==> src/rtl/stack_seq_pkg.sv <==
// Shared types and encodings for the stack sequencer: FSM states, sequenced
// opcodes and the push/pop selector code reserved for the flag register.
package stack_seq_pkg;

  typedef enum logic [3:0] {
    S_IDLE,
    S_DRAIN,
    S_PUSH_PC,
    S_PUSH_FLAGS,
    S_VECTOR,
    S_CALL_PUSH,
    S_POP_FLAGS,
    S_POP_PC,
    S_RET_FLUSH
  } state_e;

  typedef enum logic [1:0] {
    OP_NONE = 2'b00,
    OP_CALL = 2'b01,
    OP_RET  = 2'b10,
    OP_RETI = 2'b11
  } seq_op_e;

  localparam int unsigned SEL_FLAGS = 0;

  function automatic int unsigned max3(int unsigned a, int unsigned b, int unsigned c);
    int unsigned m;
    m = (a > b) ? a : b;
    return (m > c) ? m : c;
  endfunction

endpackage

==> src/rtl/irq_prio_enc.sv <==
// Fixed-priority interrupt encoder: lowest set request index wins, gated by en.
module irq_prio_enc #(
  parameter int unsigned NUM_IRQ = 4,
  parameter int unsigned IDW     = (NUM_IRQ > 1) ? $clog2(NUM_IRQ) : 1
) (
  input  logic               en,
  input  logic [NUM_IRQ-1:0] req,
  output logic               valid,
  output logic [IDW-1:0]     idx
);

  // Scan from the top down so the lowest index overwrites last.
  always_comb begin
    valid = en & (|req);
    idx   = '0;
    for (int i = int'(NUM_IRQ) - 1; i >= 0; i--) begin
      if (req[i]) idx = IDW'(i);
    end
  end

endmodule

==> src/rtl/stack_sequencer.sv <==
// Decode-stage sequencer producing stack push/pop and PC-steering control for
// CALL, RET, RETI and vectored interrupts; outputs are Moore except seq_busy.
module stack_sequencer
  import stack_seq_pkg::*;
#(
  parameter int unsigned PC_WIDTH     = 32,
  parameter int unsigned WORD_WIDTH   = 16,
  parameter int unsigned NUM_IRQ      = 4,
  parameter int unsigned DRAIN_CYCLES = 5,
  parameter int unsigned RET_WAIT     = 2,
  localparam int unsigned PC_WORDS    = PC_WIDTH / WORD_WIDTH,
  localparam int unsigned SELW        = $clog2(PC_WORDS + 1),
  localparam int unsigned IDW         = (NUM_IRQ > 1) ? $clog2(NUM_IRQ) : 1
) (
  input  logic               clk,
  input  logic               reset,
  input  logic [NUM_IRQ-1:0] irq_req,
  input  logic               seq_valid,
  input  logic [1:0]         seq_op,
  output logic               seq_busy,
  output logic               pc_write_en,
  output logic               mem_push,
  output logic               mem_pop,
  output logic               mem_write,
  output logic               mem_read,
  output logic [SELW-1:0]    push_sel,
  output logic [SELW-1:0]    pop_dst,
  output logic               flag_restore,
  output logic               pc_from_mem,
  output logic               pc_from_vector,
  output logic [IDW-1:0]     vector_id,
  output logic [NUM_IRQ-1:0] irq_ack,
  output logic               jump_uncond,
  output logic               clear_instruction,
  output logic               int_en
);

  localparam int unsigned CNT_MAX = max3(DRAIN_CYCLES, PC_WORDS, RET_WAIT);
  localparam int unsigned CW      = $clog2(CNT_MAX + 1);

  state_e          state_q, state_d;
  logic [CW-1:0]   cnt_q, cnt_d;
  logic [IDW-1:0]  id_q, id_d;
  logic            reti_q, reti_d;
  logic            int_en_d;

  logic            irq_valid;
  logic [IDW-1:0]  irq_idx;
  logic            drain_last;
  logic            words_last;
  logic            wait_last;
  seq_op_e         op;

  irq_prio_enc #(
    .NUM_IRQ (NUM_IRQ),
    .IDW     (IDW)
  ) u_prio (
    .en    (int_en),
    .req   (irq_req),
    .valid (irq_valid),
    .idx   (irq_idx)
  );

  assign op         = seq_op_e'(seq_op);
  assign drain_last = (cnt_q == CW'(DRAIN_CYCLES - 1));
  assign words_last = (cnt_q == CW'(PC_WORDS - 1));
  assign wait_last  = (cnt_q == CW'(RET_WAIT - 1));

  always_ff @(posedge clk or negedge reset) begin
    if (!reset) begin
      state_q <= S_IDLE;
      cnt_q   <= '0;
      id_q    <= '0;
      reti_q  <= 1'b0;
      int_en  <= 1'b1;
    end else begin
      state_q <= state_d;
      cnt_q   <= cnt_d;
      id_q    <= id_d;
      reti_q  <= reti_d;
      int_en  <= int_en_d;
    end
  end

  always_comb begin
    state_d           = state_q;
    id_d              = id_q;
    reti_d            = reti_q;
    int_en_d          = int_en;
    seq_busy          = 1'b1;
    pc_write_en       = 1'b0;
    mem_push          = 1'b0;
    mem_pop           = 1'b0;
    mem_write         = 1'b0;
    mem_read          = 1'b0;
    push_sel          = '0;
    pop_dst           = '0;
    flag_restore      = 1'b0;
    pc_from_mem       = 1'b0;
    pc_from_vector    = 1'b0;
    vector_id         = '0;
    irq_ack           = '0;
    jump_uncond       = 1'b0;
    clear_instruction = 1'b0;

    case (state_q)
      // Interrupts take precedence; the pending instruction is left in decode.
      S_IDLE: begin
        seq_busy    = irq_valid | (seq_valid & (op != OP_NONE));
        pc_write_en = 1'b1;
        if (irq_valid) begin
          state_d = S_DRAIN;
          id_d    = irq_idx;
        end else if (seq_valid) begin
          case (op)
            OP_CALL: state_d = S_CALL_PUSH;
            OP_RET: begin
              state_d = S_POP_PC;
              reti_d  = 1'b0;
            end
            OP_RETI: begin
              state_d = S_POP_FLAGS;
              reti_d  = 1'b1;
            end
            default: ;
          endcase
        end
      end
      S_DRAIN: begin
        if (drain_last) state_d = S_PUSH_PC;
      end
      S_PUSH_PC: begin
        mem_push  = 1'b1;
        mem_write = 1'b1;
        push_sel  = SELW'(cnt_q) + SELW'(1);
        if (words_last) state_d = S_PUSH_FLAGS;
      end
      S_PUSH_FLAGS: begin
        mem_push  = 1'b1;
        mem_write = 1'b1;
        push_sel  = SELW'(SEL_FLAGS);
        state_d   = S_VECTOR;
      end
      S_VECTOR: begin
        pc_write_en    = 1'b1;
        pc_from_vector = 1'b1;
        vector_id      = id_q;
        irq_ack        = NUM_IRQ'(1) << id_q;
        int_en_d       = 1'b0;
        state_d        = S_IDLE;
      end
      S_CALL_PUSH: begin
        mem_push    = 1'b1;
        mem_write   = 1'b1;
        push_sel    = SELW'(cnt_q) + SELW'(1);
        jump_uncond = words_last;
        if (words_last) state_d = S_IDLE;
      end
      S_POP_FLAGS: begin
        mem_pop      = 1'b1;
        mem_read     = 1'b1;
        pop_dst      = SELW'(SEL_FLAGS);
        flag_restore = 1'b1;
        state_d      = S_POP_PC;
      end
      // Words come back in reverse push order: least significant first.
      S_POP_PC: begin
        mem_pop           = 1'b1;
        mem_read          = 1'b1;
        clear_instruction = 1'b1;
        pop_dst           = SELW'(PC_WORDS) - SELW'(cnt_q);
        if (words_last) state_d = S_RET_FLUSH;
      end
      S_RET_FLUSH: begin
        clear_instruction = 1'b1;
        pc_from_mem       = (cnt_q == '0);
        pc_write_en       = (cnt_q == '0);
        if (wait_last) begin
          state_d = S_IDLE;
          if (reti_q) int_en_d = 1'b1;
        end
      end
      default: state_d = S_IDLE;
    endcase

    cnt_d = ((state_d != state_q) || (state_q == S_IDLE)) ? '0 : cnt_q + CW'(1);
  end

endmodule
==> config.mk <==
export PLATFORM = sky130hd
export DESIGN_NAME = stack_sequencer
export DESIGN_NICKNAME = d
export VERILOG_FILES = /design/src/rtl/stack_seq_pkg.sv /design/src/rtl/irq_prio_enc.sv /design/src/rtl/stack_sequencer.sv
export SDC_FILE = /design/constraint.sdc
export NUM_CORES = 1
export LEC_CHECK = 0
export CAP_MARGIN = 0
export CORE_MARGIN = 1
export CORE_UTILIZATION = 46
export CTS_CLUSTER_DIAMETER = 150
export CTS_CLUSTER_SIZE = 40
export DETAILED_ROUTE_END_ITERATION = 8
export PLACE_DENSITY = 0.83
export SKIP_CTS_REPAIR_TIMING = 1
export SYNTH_ARGS = -nofsm -noshare
export SYNTH_HDL_FRONTEND = slang
export SYNTH_HIERARCHICAL = 1
export SYNTH_SLANG_ARGS = --single-unit
==> constraint.sdc <==
create_clock -name clk -period 1.7 [get_ports clk]
set_input_delay 0.34 -clock clk [delete_from_list [all_inputs] [get_ports clk]]
set_output_delay 0.34 -clock clk [all_outputs]
set_load 0.01 [all_outputs]
Yosys cells after proc, flatten, opt, wreduce, memory -nomap -nowiden
Cells that the tools add are included.
Operators by class
  multiplexer cells: 30
  shift operators: 1
  eq/ne operators: 16
  $add $sub $neg: 3
  bitwise gates (word level): 4
  reduce and logical (&&, ||, !) cells: 16
Operator list (number)
  $mux W4: 7
  $pmux W4 S7: 1
  $eq A4 B3 Y1 const B: 4
  $mux W2: 7
  $pmux W4 S3: 1
  $mux W1: 10
  $reduce_or A2 Y1: 5
  $eq A4 B2 Y1 const B: 2
  $pmux W1 S2: 3
  $reduce_bool A2 Y1: 3
  $eq A2 B2 Y1 const B: 2
  $eq A4 B1 Y1 const B: 1
  $eq A4 B4 Y1 const B: 1
  $logic_not A4 Y1: 1
  $ne A2 B2 Y1 const B: 2
  $ne A4 B4 Y1: 1
  $reduce_and A4 Y1: 1
  $reduce_or A4 Y1: 1
  $shl A1 B2 Y4 const A: 1
  $add A3 B1 Y3 const B: 1
  $eq A3 B1 Y1 const B: 1
  $eq A3 B3 Y1 const B: 1
  $logic_not A3 Y1: 1
  $mux W3: 1
  10 further kinds: 11
Storage, ports and cells
  output and inout bits: 22
  bits in registers: 11
  bits of input ports: 9
  word-level logic and storage cells: 75

Longest topological paths before layout
Gate-level depths: netlist of the first run.
  depth after elaboration: 8
  gate-level depth with buffers: 6
  mapped depth without buffers: 6

By module
The synthesis of the first run kept the hierarchy.
By module, submodules not included
  stack_sequencer: sequential area each 276.5 um2, area each 935.9 um2, instances 1, cells an instance 109
  irq_prio_enc: sequential area each 0.0 um2, area each 35.0 um2, instances 1, cells an instance 6

Worst setup path before layout of the first run
Ideal clock, no wire load.
  kind: reg2out
  start: register state_q[0]
  end: output pc_write_en
  buffers on the path: 0
  stages on the path, launching flop included: 5
  data required time: 1.360 ns
  data arrival time: 1.290 ns
  setup slack: 0.070 ns
  path through: dfrtp_1 nor2_1 nand3_1 nor3b_2 or2_1
Between the ends
  cells in the longest elaborated chain, start to end: 3
  elaborated cells between the ends (all ways): 5
  classes of those cells: 2 x eq/ne; 1 x mux; 2 x reduce/logical
Ends and longest elaborated chain
  start: declaration: line stack_sequencer.sv:41  | state_e state_q, state_d;
  start signal: assignment: line stack_sequencer.sv:77  | state_q <= state_d;
  $eq A4 B3 Y1 or $logic_not A4 Y1 (tied branches): line stack_sequencer.sv:106  | case (state_q)
  $reduce_or A2 Y1 (no line)
  $pmux W1 S2 (*): line stack_sequencer.sv:106
  end: declaration: line stack_sequencer.sv:21  | output logic pc_write_en,
Every way passes the cells marked *; elsewhere a longest branch is shown, timed or not.

Worst setup path in the final report of the first run
  start: input irq_req[2]
  end: output seq_busy
Between the ends
  cells in the longest elaborated chain, start to end: 4
Ends and longest elaborated chain
  start: declaration: line stack_sequencer.sv:17  | input logic [NUM_IRQ-1:0] irq_req,
  $reduce_or A4 Y1: line irq_prio_enc.sv:14  | valid = en & (|req);
  $and A1 B1 Y1: line irq_prio_enc.sv:14
  via irq_valid: line stack_sequencer.sv:47  | logic irq_valid;
  $or A1 B1 Y1: line stack_sequencer.sv:109  | seq_busy = irq_valid | (seq_valid & (op != OP_NONE));
  $mux W1: line stack_sequencer.sv:106
  end: declaration: line stack_sequencer.sv:20  | output logic seq_busy,
The timed path passes the listed nets, and every way through them passes these cells.

==> results of run 1 <==
-- synth_stat cells, types with 2 or more instances --
cell	instances	area, µm²
nand2_1	10	37.54
buf_4	3	22.52
dfrtp_1	10	250.2
nor2b_1	7	43.79
nor3b_1	3	22.52
nand3_1	3	15.01
a22o_1	2	17.52
and2_1	2	12.51
a21oi_1	7	35.03
o22ai_1	2	12.51
mux2_2	2	22.52
and3_1	4	25.02
and2b_1	3	22.52
nor3_1	6	30.03
o21ai_0	3	15.01
nand2b_1	3	18.77
inv_1	9	33.78
nor2_1	7	26.28
ha_1	7	87.58
buf_2	3	15.01
-- layer usage --
layer | track usage [%] | up-vias | share of wire, %
li1 | - | 544 | -
met1 | 30.66 | 563 | 37
met2 | 44.32 | 66 | 50
met3 | 4.528 | 23 | 6.7
met4 | 8.333 | 0 | 6.2
met5 | 0 | - | 0
-- stage by stage --
| stage | util, % | setup WS [ns] | setup TNS (ns) | hold WS (ns) | area, µm² |
|---|---|---|---|---|---|
| after global placement | 76.45 | -0.5939 | -5.307 | 0.5208 | 1515 |
| final | 85.23 | -0.2419 | -1.297 | 0.4045 | 1689 |
| after floorplan | - | 0.07013 | 0 | 0.04441 | 970.9 |
| after detailed placement | 76.45 | -0.5960 | -6.462 | 0.5302 | 1515 |
| after global routing | 85.23 | -0.2945 | -2.221 | 0.4252 | 1689 |
| after CTS | 77.78 | -0.6747 | -11.01 | 0.4072 | 1541 |
-- registers in the layout, indices dropped and copies added, names as in the netlist --
register and flops:
cnt_q 3, id_q 2, int_en 1, reti_q 1
state_q 4
-- worst max-delay path by stage --
stage / slack (ns) / to / depth (start not counted) / startpoint
after floorplan: 0.07 / pc_write_en / 4 / state_q[0]$_DFF_PN0_
after global placement: -0.59 / seq_busy / 5 / irq_req[1]
after CTS: -0.67 / irq_ack[2] / 5 / state_q[2]$_DFF_PN0_
after global routing: -0.29 / push_sel[0] / 6 / state_q[1]$_DFF_PN0_
final: -0.24 / seq_busy / 5 / irq_req[2]
after detailed placement: -0.60 / seq_busy / 5 / irq_req[1]
-- cell families (layout without fill, tap and decap cells) --
logic type	after synthesis	after routing	share of synthesized area, %
buf+inv	15	83	7.344
mux	4	4	4.896
flops	11	11	28.48
fa+ha+maj	7	7	9.020
simple gates	54	54	32.99
compound gates	23	23	16.37
xor+xnor	1	1	0.9022
-- worst register-to-register path: cells and delay by family (launching register included) --
kind | cells | cell delay (ns)
flip-flops | 1 | 0.43
buffers and inverters | 3 | 0.43
AND/OR/NAND/NOR | 3 | 0.43
multiplexers | 1 | 0.31
-- power groups by stage --
stage / combinational (W) / sequential (W) / clock, W
3_5_place_dp: 0.00145 / 0.000399 / 0
5_1_grt: 0.00186 / 0.000430 / 0.000220
3_3_place_gp: 0.00140 / 0.000393 / 0
2_1_floorplan: 0.000768 / 0.000395 / 0
6_report: 0.00176 / 0.000425 / 0.000199
4_1_cts: 0.00146 / 0.000395 / 0.000199
-- final cells by class --
class	count	area, µm²
inverter	9	33.78
sequential	11	280.3
timing repair buffer	70	559.3
tap	27	33.78
fill	103	292.8
clock buffer	4	26.28
multi-input combinational	89	755.7
==> impl_metrics.yaml, run 1 <==
yosys:
  synth_edf_count: 0
  avgSynthCellArea_um2: 8.443
  synth_nets: 131
  synth_area_um2: 970.9
  yosys_warnings: 6
  synth_async_sr_flop_share_pct: 100.0
  ys_ff_latch: 11
  ys.flop_type: "dfrtp_1"
  yosysUniqueCellTypes: 39
  ys_seq_area_share_pct: 28.48
  synthesis.instances: 115
outcome:
  status: "finished with violations"
  failed_checks: "negative setup slack"
floorplan:
  dieArea_um2: 2298
  num_io_pins: 31
  die_w_um: 47.94
  die_h_um: 47.94
  core_um2: 1982
  rows: 16
  start_util_pct: 48.99
global_route:
  grt_start_max_net_pins: 12
  grt_pass1_wl_um: 3981
  grt.total_usage_pct: 25.15
  grt_antenna_before_repair: 0
  grt-ovfl-total: 0
  grt_pass1_vias: 960
placement:
  place_congestion: 0.8285
  io_buffers: 30
  placed_cells: 199
  dp_hpwl_um: 2220
sta:
  fmax_ghz: 0.5150
  fin_skew_ns: 0.007160
  rsz0062_at_grt: "true"
  period_needed_ns: 1.942
  worstMarginPinSlew_ns: 0.5589
  relSlewSlack_pct: 62.62
  slew_violations: 0
  setup_ws_ns: -0.2419
  fin_crit_sh_pct: 114.2
  setup_viol: 13
  finalHoldViolCount: 0
layout:
  final_cell_mix: "buf_4, buf_2"
  final_net_count: 200
  layout.cells.non_filler: 210
  layout-drive-gt1-share_pct: 53.55
  diodes: 0
  final_common_cell: "buf_4"
  syn_to_final_growth_pct: 73.97
hold_path:
  hp-class: "in2async"
setup_path:
  cp_data_arrival_time_ns: 1.60
  crit_buf_inv: 2
  cp_max_fo: 3
  cp.required_ns: 1.36
  cp_slowest_cell: "clkdlybuf4s50_1"
  max_stage_delay_ns: 0.44
  cp_top_family: "buffers and inverters"
  r2r-start: "state_q[2]$_DFF_PN0_"
  cp-start-kind: "input port"
  path_cells: "clkdlybuf4s50_1 > o41a_1 > and2b_1 > nand2_1 > buf_2"
  rrSetupSlack_ns: 0.01
  crit_path_end_kind: "output pin"
  critical_path.reg2reg.endpoint: "reti_q$_DFFE_PN0P_"
  reg2regPathDepth: 7
  critical_path_class: "in2out"
routing:
  dr.pass1.iters: 4
  wl_per_cell_um: 17.36
  drc: 0
  drtIter0Drc: 50
  vias: 1196
  drt-total-wl_um: 3645
  routed_via_density: 5.695
  postRouteAntennaNets: 0
run:
  max_cap_violations: 0
clocking:
  htreeDepth: 1
  cts_root_buf: "clkbuf_4"
  clock_path_buffers: 2
  clock-sinks: 11
  clock_latency_ns: 0.29
  clkSlewWorstSetupHoldPaths_ns: 0.08
  cts_tree: "done"
  cts_buffers: 3
power_and_ir_drop:
  netSwitchingPower_w: 0.001061
  combinationalPowerShare_pct: 73.8
  leakagePower_nw: 0.9467
  p_int_w: 0.001318
  p_sw_share_pct: 44.61
  p_clk_share_pct: 8.4
  power_density_nw_per_um2: 1409
  ir_drop_uv: 1246
  p_total_w: 0.002379
  pwr-share-seq_pct: 17.8
No activity file was read; power rests on OpenSTA's default activity.
==> inputs of run 2 (changes only) <==
- GPL_ROUTABILITY_DRIVEN: not set -> 0
==> results of run 2 <==
Final layout, timing and power as in run 1 (identical DEF).
